[config.mk]
export PLATFORM = sky130hd
export DESIGN_NAME = cacheline_arbiter
export DESIGN_NICKNAME = d
export VERILOG_FILES = /design/src/rtl/cacheline_arbiter.sv
export SDC_FILE = /design/constraint.sdc
export NUM_CORES = 2
export LEC_CHECK = 0
export CAP_MARGIN = 20
export CORE_AREA = 2 2 659 661
export DETAILED_ROUTE_END_ITERATION = 10
export DIE_AREA = 0 0 661 663
export GPL_TIMING_DRIVEN = 0
export PLACE_DENSITY = 0.3
export RECOVER_POWER = 25
export SETUP_SLACK_MARGIN = 0.1
export SLEW_MARGIN = 10
export SYNTH_ARGS = -nofsm -noshare
export SYNTH_HDL_FRONTEND = slang
export SYNTH_SLANG_ARGS = --single-unit
[constraint.sdc]
create_clock -name clk -period 1.9 [get_ports clk]
set_input_delay 0.38 -clock clk [delete_from_list [all_inputs] [get_ports clk]]
set_output_delay 0.38 -clock clk [all_outputs]
set_load 0.005 [all_outputs]
[src/rtl/cacheline_arbiter.sv]
// Fixed-priority (dcache > icache > prefetch), non-preemptive arbiter onto one cacheline pmem port.
// Define ARB_PF_STARVE_EN to force a prefetch grant after PF_STARVE_LIMIT consecutive demand grants.
module cacheline_arbiter #(
    parameter int unsigned PF_STARVE_LIMIT = 8
) (
    input  logic         clk,
    input  logic         rst,
    input  logic         i_read,
    input  logic [31:0]  i_address,
    output logic [255:0] i_rdata,
    output logic         i_resp,
    input  logic         d_read,
    input  logic         d_write,
    input  logic [31:0]  d_address,
    input  logic [255:0] d_wdata,
    output logic [255:0] d_rdata,
    output logic         d_resp,
    input  logic         pf_read,
    input  logic [31:0]  pf_address,
    output logic [255:0] pf_rdata,
    output logic         pf_resp,
    output logic         pmem_read,
    output logic         pmem_write,
    output logic [31:0]  pmem_address,
    output logic [255:0] pmem_wdata,
    input  logic [255:0] pmem_rdata,
    input  logic         pmem_resp
);
    typedef enum logic [2:0] {IDLE, BUSY_D, BUSY_I, BUSY_P, DONE} state_t;
    typedef enum logic [1:0] {CL_D, CL_I, CL_P} client_t;

    state_t       state_q, state_d;
    client_t      client_q, client_d;
    logic         write_q, write_d;
    logic [31:0]  addr_q, addr_d;
    logic [255:0] wdata_q, wdata_d;
    logic [255:0] i_rdata_q, i_rdata_d;
    logic [255:0] d_rdata_q, d_rdata_d;
    logic [255:0] pf_rdata_q, pf_rdata_d;
    logic         d_req;
    logic         busy;
    logic         pf_force;

    assign d_req = d_read | d_write;
    assign busy  = (state_q == BUSY_D) || (state_q == BUSY_I) || (state_q == BUSY_P);

`ifdef ARB_PF_STARVE_EN
    localparam logic [3:0] STARVE_MAX = 4'(PF_STARVE_LIMIT);

    logic [3:0] starve_q, starve_d;

    assign pf_force = (state_q == IDLE) && pf_read && (starve_q == STARVE_MAX);

    // Counts demand grants that bypassed a waiting prefetch; any prefetch grant or idle pf_read clears it.
    always_comb begin
        starve_d = starve_q;
        if (state_q == IDLE) begin
            if (!pf_read || pf_force || (!d_req && !i_read)) begin
                starve_d = '0;
            end else if (starve_q < STARVE_MAX) begin
                starve_d = starve_q + 4'd1;
            end
        end
    end

    always_ff @(posedge clk) begin
        if (rst) begin
            starve_q <= '0;
        end else begin
            starve_q <= starve_d;
        end
    end
`else
    logic unused_starve_limit;
    assign unused_starve_limit = (PF_STARVE_LIMIT != 0);
    assign pf_force            = 1'b0;
`endif

    always_comb begin
        state_d    = state_q;
        client_d   = client_q;
        write_d    = write_q;
        addr_d     = addr_q;
        wdata_d    = wdata_q;
        i_rdata_d  = i_rdata_q;
        d_rdata_d  = d_rdata_q;
        pf_rdata_d = pf_rdata_q;
        case (state_q)
            IDLE: begin
                if (pf_force) begin
                    state_d  = BUSY_P;
                    client_d = CL_P;
                    write_d  = 1'b0;
                    addr_d   = pf_address;
                end else if (d_req) begin
                    // A simultaneous read+write from the dcache is served as the writeback.
                    state_d  = BUSY_D;
                    client_d = CL_D;
                    write_d  = d_write;
                    addr_d   = d_address;
                    if (d_write) begin
                        wdata_d = d_wdata;
                    end
                end else if (i_read) begin
                    state_d  = BUSY_I;
                    client_d = CL_I;
                    write_d  = 1'b0;
                    addr_d   = i_address;
                end else if (pf_read) begin
                    state_d  = BUSY_P;
                    client_d = CL_P;
                    write_d  = 1'b0;
                    addr_d   = pf_address;
                end
            end
            BUSY_D, BUSY_I, BUSY_P: begin
                if (pmem_resp) begin
                    state_d = DONE;
                    case (client_q)
                        CL_D:    d_rdata_d  = pmem_rdata;
                        CL_I:    i_rdata_d  = pmem_rdata;
                        default: pf_rdata_d = pmem_rdata;
                    endcase
                end
            end
            DONE: begin
                state_d = IDLE;
            end
            default: begin
                state_d = IDLE;
            end
        endcase
    end

    always_ff @(posedge clk) begin
        if (rst) begin
            state_q    <= IDLE;
            client_q   <= CL_D;
            write_q    <= 1'b0;
            addr_q     <= '0;
            wdata_q    <= '0;
            i_rdata_q  <= '0;
            d_rdata_q  <= '0;
            pf_rdata_q <= '0;
        end else begin
            state_q    <= state_d;
            client_q   <= client_d;
            write_q    <= write_d;
            addr_q     <= addr_d;
            wdata_q    <= wdata_d;
            i_rdata_q  <= i_rdata_d;
            d_rdata_q  <= d_rdata_d;
            pf_rdata_q <= pf_rdata_d;
        end
    end

    assign pmem_read    = busy & ~write_q;
    assign pmem_write   = busy & write_q;
    assign pmem_address = addr_q;
    assign pmem_wdata   = wdata_q;
    assign i_rdata      = i_rdata_q;
    assign d_rdata      = d_rdata_q;
    assign pf_rdata     = pf_rdata_q;
    assign d_resp       = (state_q == DONE) && (client_q == CL_D);
    assign i_resp       = (state_q == DONE) && (client_q == CL_I);
    assign pf_resp      = (state_q == DONE) && (client_q == CL_P);

endmodule

Yosys cells after proc, flatten, opt, wreduce, memory -nomap -nowiden
Index checks and enable logic that the tools add are counted.
{"block": "classes", "eq_ne": 8, "muxes": 14, "bitwise_logic": 5, "reduce_logical": 16}
{"op": "$mux W32", "count": 3}
{"op": "$mux W3", "count": 4}
{"op": "$reduce_and A3 Y1", "count": 4}
{"op": "$eq A3 B2 Y1 const B", "count": 2}
{"op": "$mux W2", "count": 3}
{"op": "$pmux W3 S2", "count": 1}
{"op": "$ne A4 B4 Y1 const B", "count": 1}
{"op": "$reduce_and A2 Y1", "count": 2}
{"op": "$eq A3 B1 Y1 const B", "count": 1}
{"op": "$eq A3 B3 Y1 const B", "count": 1}
{"op": "$logic_and A1 B1 Y1", "count": 3}
{"op": "$logic_not A3 Y1", "count": 1}
{"op": "$mux W1", "count": 3}
{"op": "$reduce_bool A3 Y1", "count": 1}
{"op": "$reduce_or A3 Y1", "count": 1}
{"op": "$and A1 B1 Y1", "count": 2}
{"op": "$eq A2 B1 Y1 const B", "count": 1}
{"op": "$eq A2 B2 Y1 const B", "count": 1}
{"op": "$logic_not A2 Y1", "count": 1}
{"op": "$logic_or A1 B1 Y1", "count": 2}
{"op": "$ne A2 B2 Y1 const B", "count": 1}
{"op": "$not A1 Y1", "count": 2}
{"op": "$reduce_or A2 Y1", "count": 1}
{"op": "$or A1 B1 Y1", "count": 1}
{"block": "totals", "reg_bits": 1062, "input_bits": 615, "out_inout_bits": 1061}

Logic depth before layout (Yosys ltp)
{"block": "depth", "depth_word": 4, "depth_mapped": 7, "depth_no_buf": 3}

Worst setup path before layout
No wires, ideal clock.
{"block": "synth_path", "path_kind": "input to register", "startpoint": "in d_write", "endpoint": "reg wdata_q[209], in the netlist pmem_wdata[209]", "arrival_ps": 1607, "slack_ps": 161, "path_stages": 7, "n_path_buf": 4, "path_cell_list": "clkbuf_1 or4b_1 clkbuf_1 buf_2 buf_1 nand2_1 a21oi_1"}
{"block": "synth_via", "elab_chain_cells": 2}
{"element": "from (decl)", "line": "13", "text": "input logic d_write,"}
{"element": "$or A1 B1 Y1", "line": "44", "text": "assign d_req = d_read | d_write;"}
{"element": "$reduce_and A3 Y1 (no source line) *"}
{"element": "to (signal assigned)", "line": "150", "text": "wdata_q <= wdata_d;"}
{"element": "to (decl)", "line": "36", "text": "logic [255:0] wdata_q, wdata_d;"}
Mark *: on every way between the ends. The rest lies on a longest branch, timed or not.
A chain may end at the register's enable or synchronous reset.

Final worst setup path
{"block": "layout_path", "startpoint": "reg state_q[0]", "endpoint": "out pmem_read"}
{"block": "layout_via", "elab_chain_cells": 4, "word_cells_on_any_way": 6}
{"element": "from (decl)", "line": "32", "text": "state_t state_q, state_d;"}
{"element": "from (signal assigned)", "line": "146", "text": "state_q <= state_d;"}
{"element": "$eq A3 B1 Y1 / $eq A3 B2 Y1 (equally long branches)", "line": "45", "text": "assign busy = (state_q == BUSY_D) || (state_q == BUSY_I) || (state_q == BUSY_P);"}
{"element": "$logic_or A1 B1 Y1", "line": "45"}
{"element": "$logic_or A1 B1 Y1 *", "line": "45"}
{"element": "$and A1 B1 Y1 *", "line": "157", "text": "assign pmem_read = busy & ~write_q;"}
{"element": "to (decl)", "line": "22", "text": "output logic pmem_read,"}
Marked as above.

==> flow_summary.ini <==
[status]
outcome = finished with violations
violations = negative setup slack

[sta]
fmax_ghz = 0.4441
fin_skew_ns = 0.06096
rsz0062_at_grt = yes
layout_setup_ws_ns = -0.3517
finalHoldViolCount = 0
worstMarginPinSlew_ns = 1.093
period_minus_slack_ns = 2.252
slew_headroom_pct = 27.13
drv_slew = 0
hold_slack_ns = 0.09766
setup_viol = 638
post-route-period-util_pct = 118.5

[setup_path]
path_max_fanout = 7
rr_endpoint = i_rdata[135]
arrival_ns = 1.87
startpoint = state_q[0]
required_ns = 1.52
worstSetupPathType = reg2out
r2r_slack_ns = -0.19
start_kind = register
r2r_cells = 10
worstSetupEndpoint = pmem_read
r2r-start = state_q[2]
crit_path_end_kind = primary output

[global_routing]
first_global_vias = 38710
grt_max_degree = 12
grt.total_usage_pct = 16.28
antenna_found_initial = 162
grt_pass1_wl_mm = 459.0
overflow = 0

[cells_and_area]
final_cell_count_no_fill = 11974
utilization_pct = 16.51
drive_above_1_share_pct = 32.58
stdcell_area_sq_um = 71320
syn_to_final_growth_pct = 84.03
layout.nets = 6694
fillers = 48461

[cts]
cts_root_buf = clkbuf_16
numCtsBuffers = 155
cts.sinks = 1062
htree_levels = 4
cts_buffer_depth = 4
cts.clk_slew.worst_paths_ns = 0.06
insertion_delay_ns = 0.87
cts_tree = yes

[synthesis]
yosysSeqAreaShare_pct = 54.86
synthArstFlopShare_pct = 0
synth-xor-area-share_pct = 0
ys.flop_type = dfxtp_1
synth_fp_nets = 4710
synth_cells = 4095
postSynthAreaPerCell_sq_um = 9.464
ys_seq_elements = 1062
synth_edf_count = 0
syn_area_sq_um = 38760
synth_compound_area_share_pct = 4.016
yosysUniqueCellTypes = 33
ys_warn_count = 0
synth_fa_ha_area_share_pct = 0
synthMuxAreaShare_pct = 21.59
yosys.area_share.simple_pct = 15.61
synth_top_family_by_area = multiplexers

[pwr]
p_leak_nw = 32.41
p_seq_share_pct = 37.2
ir_drop_mv = 0.6425
swShare_pct = 29.89
p_int_w = 0.04627
p_clk_share_pct = 45.7
power_density_nw_per_um2 = 925.4
power_switching_w = 0.01973
combPwrFrac_pct = 17.0

[route]
routedWlPerCell_um = 31.27
num_vias = 38794
drc = 0
via_per_inst = 3.240
antenna_left = 0
drt_iter0_drc = 2027
routed_wl_mm = 374.4
first_pass_iters = 5

[die]
rows = 242
core_sq_um = 432100
die_h_um = 663
boundaryPins = 1676
dieArea_sq_um = 438200
start_util_pct = 8.970
die_w_um = 661

[place]
place_area_sq_um = 62890
io_buffers = 1672
gp_congestion = 0.9114
dpl.hpwl_mm = 318.3
dp_cells = 11510

[worst_hold_path]
hp-start = d_wdata[214]
hp-class = in2reg

[run]
drv_cap = 0
==> cells in the mapped netlist, types with 2 or more instances <==
cell type | n | share of area (%)
mux2i_1 | 800 | 21
nand3_1 | 3 | 0.039
nor3_1 | 5 | 0.065
dfxtp_1 | 1062 | 55
buf_4 | 8 | 0.15
buf_6 | 30 | 0.87
mux2_2 | 32 | 0.93
o22ai_1 | 32 | 0.52
a21oi_1 | 260 | 3.4
buf_1 | 2 | 0.019
nor2_1 | 4 | 0.039
nor3b_1 | 3 | 0.058
clkbuf_1 | 174 | 1.7
inv_1 | 2 | 0.019
o21ai_0 | 3 | 0.039
nand2_1 | 1569 | 15
buf_2 | 90 | 1.2
==> layout make-up <==
cell class / count / area (sq um) / share of cell area (%)
Antenna cell: 50 / 125.1 / 0.1754
Buffer: 304 / 2505 / 3.512
Clock buffer: 222 / 4462 / 6.256
Clock inverter: 46 / 633.1 / 0.8877
Inverter: 3 / 11.26 / 0.01579
Multi-Input combinational cell: 2726 / 16140 / 22.63
Sequential cell: 1062 / 22120 / 31.02
Tap cell: 5734 / 7174 / 10.06
Timing Repair Buffer: 1827 / 18150 / 25.45
==> cells in the final DEF, fill, tap and decap left out, types with 3 or more instances in the layout <==
master	instances
bufbuf_16	5
nand2_2	8
dlygate4sd2_1	50
diode_2	50
clkdlybuf4s15_2	5
mux2i_1	797
clkbuf_1	145
o22ai_1	31
bufinv_16	12
clkinv_2	19
nor3_1	3
buf_2	97
buf_6	370
buf_4	234
buf_16	21
mux2_2	32
clkbuf_8	32
inv_6	7
clkbuf_2	283
nand2_1	1560
o21ai_0	3
clkdlybuf4s50_1	611
clkbuf_16	175
dfxtp_1	498
clkinvlp_4	3
buf_12	86
buf_8	25
dlymetal6s2s_1	150
dlygate4sd3_1	49
dfxtp_4	62
a21oi_1	260
dfxtp_2	502
nor2_4	3
clkbuf_4	14
==> through the flow <==
step | power [W] | setup WS (ns) | TNS, ns
CTS | 0.06698 | -0.4616 | -474.16
global placement | 0.03568 | -3.931 | -2388.18
global route | 0.06869 | -0.4823 | -121.51
finish | 0.06600 | -0.3517 | -50.00
floorplan | 0.02762 | 0.1607 | 0
detailed placement | 0.03573 | -2.239 | -1488.92
==> routing by layer <==
layer | global-route usage [%] | vias up | part of all wire [%]
met5 | 0 | - | 0.089
met2 | 28.02 | 1483 | 48
li1 | - | 17555 | -
met3 | 5.425 | 550 | 7.8
met4 | 4.448 | 50 | 3.6
met1 | 19.16 | 19156 | 41
==> worst min path at each step <==
| stage | endpoint | slack [ns] | cells after the start |
|---|---|---|---|
| 2_1_floorplan | i_rdata[0] | 0.45 | 2 |
| 3_3_place_gp | i_rdata[56] | 0.44 | 2 |
| 3_5_place_dp | i_rdata[226] | 0.44 | 2 |
| 4_1_cts | pmem_wdata[25] | 0.0003 | 3 |
| 5_1_grt | pmem_wdata[25] | 0.02 | 3 |
| 6_report | pmem_wdata[214] | 0.1 | 3 |
==> sequential cells by signal (all words and copies together), names as in the netlist <==
name,cells
client_q,2
d_rdata,256
i_rdata,256
pf_rdata,256
pmem_address,32
pmem_wdata,256
state_q,3
write_q,1
==> cells by family after synthesis <==
logic type	count (synthesis)
buffers and inverters	307
flip-flops	1062
multiplexers	832
AO/OA/AOI/OAI	300
AND/OR/NAND/NOR	1594
==> power groups by stage <==
stage	logic (W)	clock network, W	registers (W)
finish	0.0113	0.0302	0.0246
global route	0.0119	0.0321	0.0247
CTS	0.0113	0.0314	0.0243
detailed placement	0.0109	0	0.0248
global placement	0.0109	0	0.0248
floorplan	0.00306	0	0.0246
==> critical path, cell delays in order, from the launching register on <==
cell     delay (ns)
dfxtp_4        0.40
nor2_4         0.07
nor3_4         0.39
buf_6          0.19
==> what timing repair did <==
action,in CTS,in global routing
gates resized for setup,697,4216
pin swaps,3,7
cloned,12,19
setup buffers,25,41
hold endpoints to repair,49,0
hold buffers,49,0
setup endpoints to repair,2120,2098
Note: power is estimated with default switching activity, not from simulation.
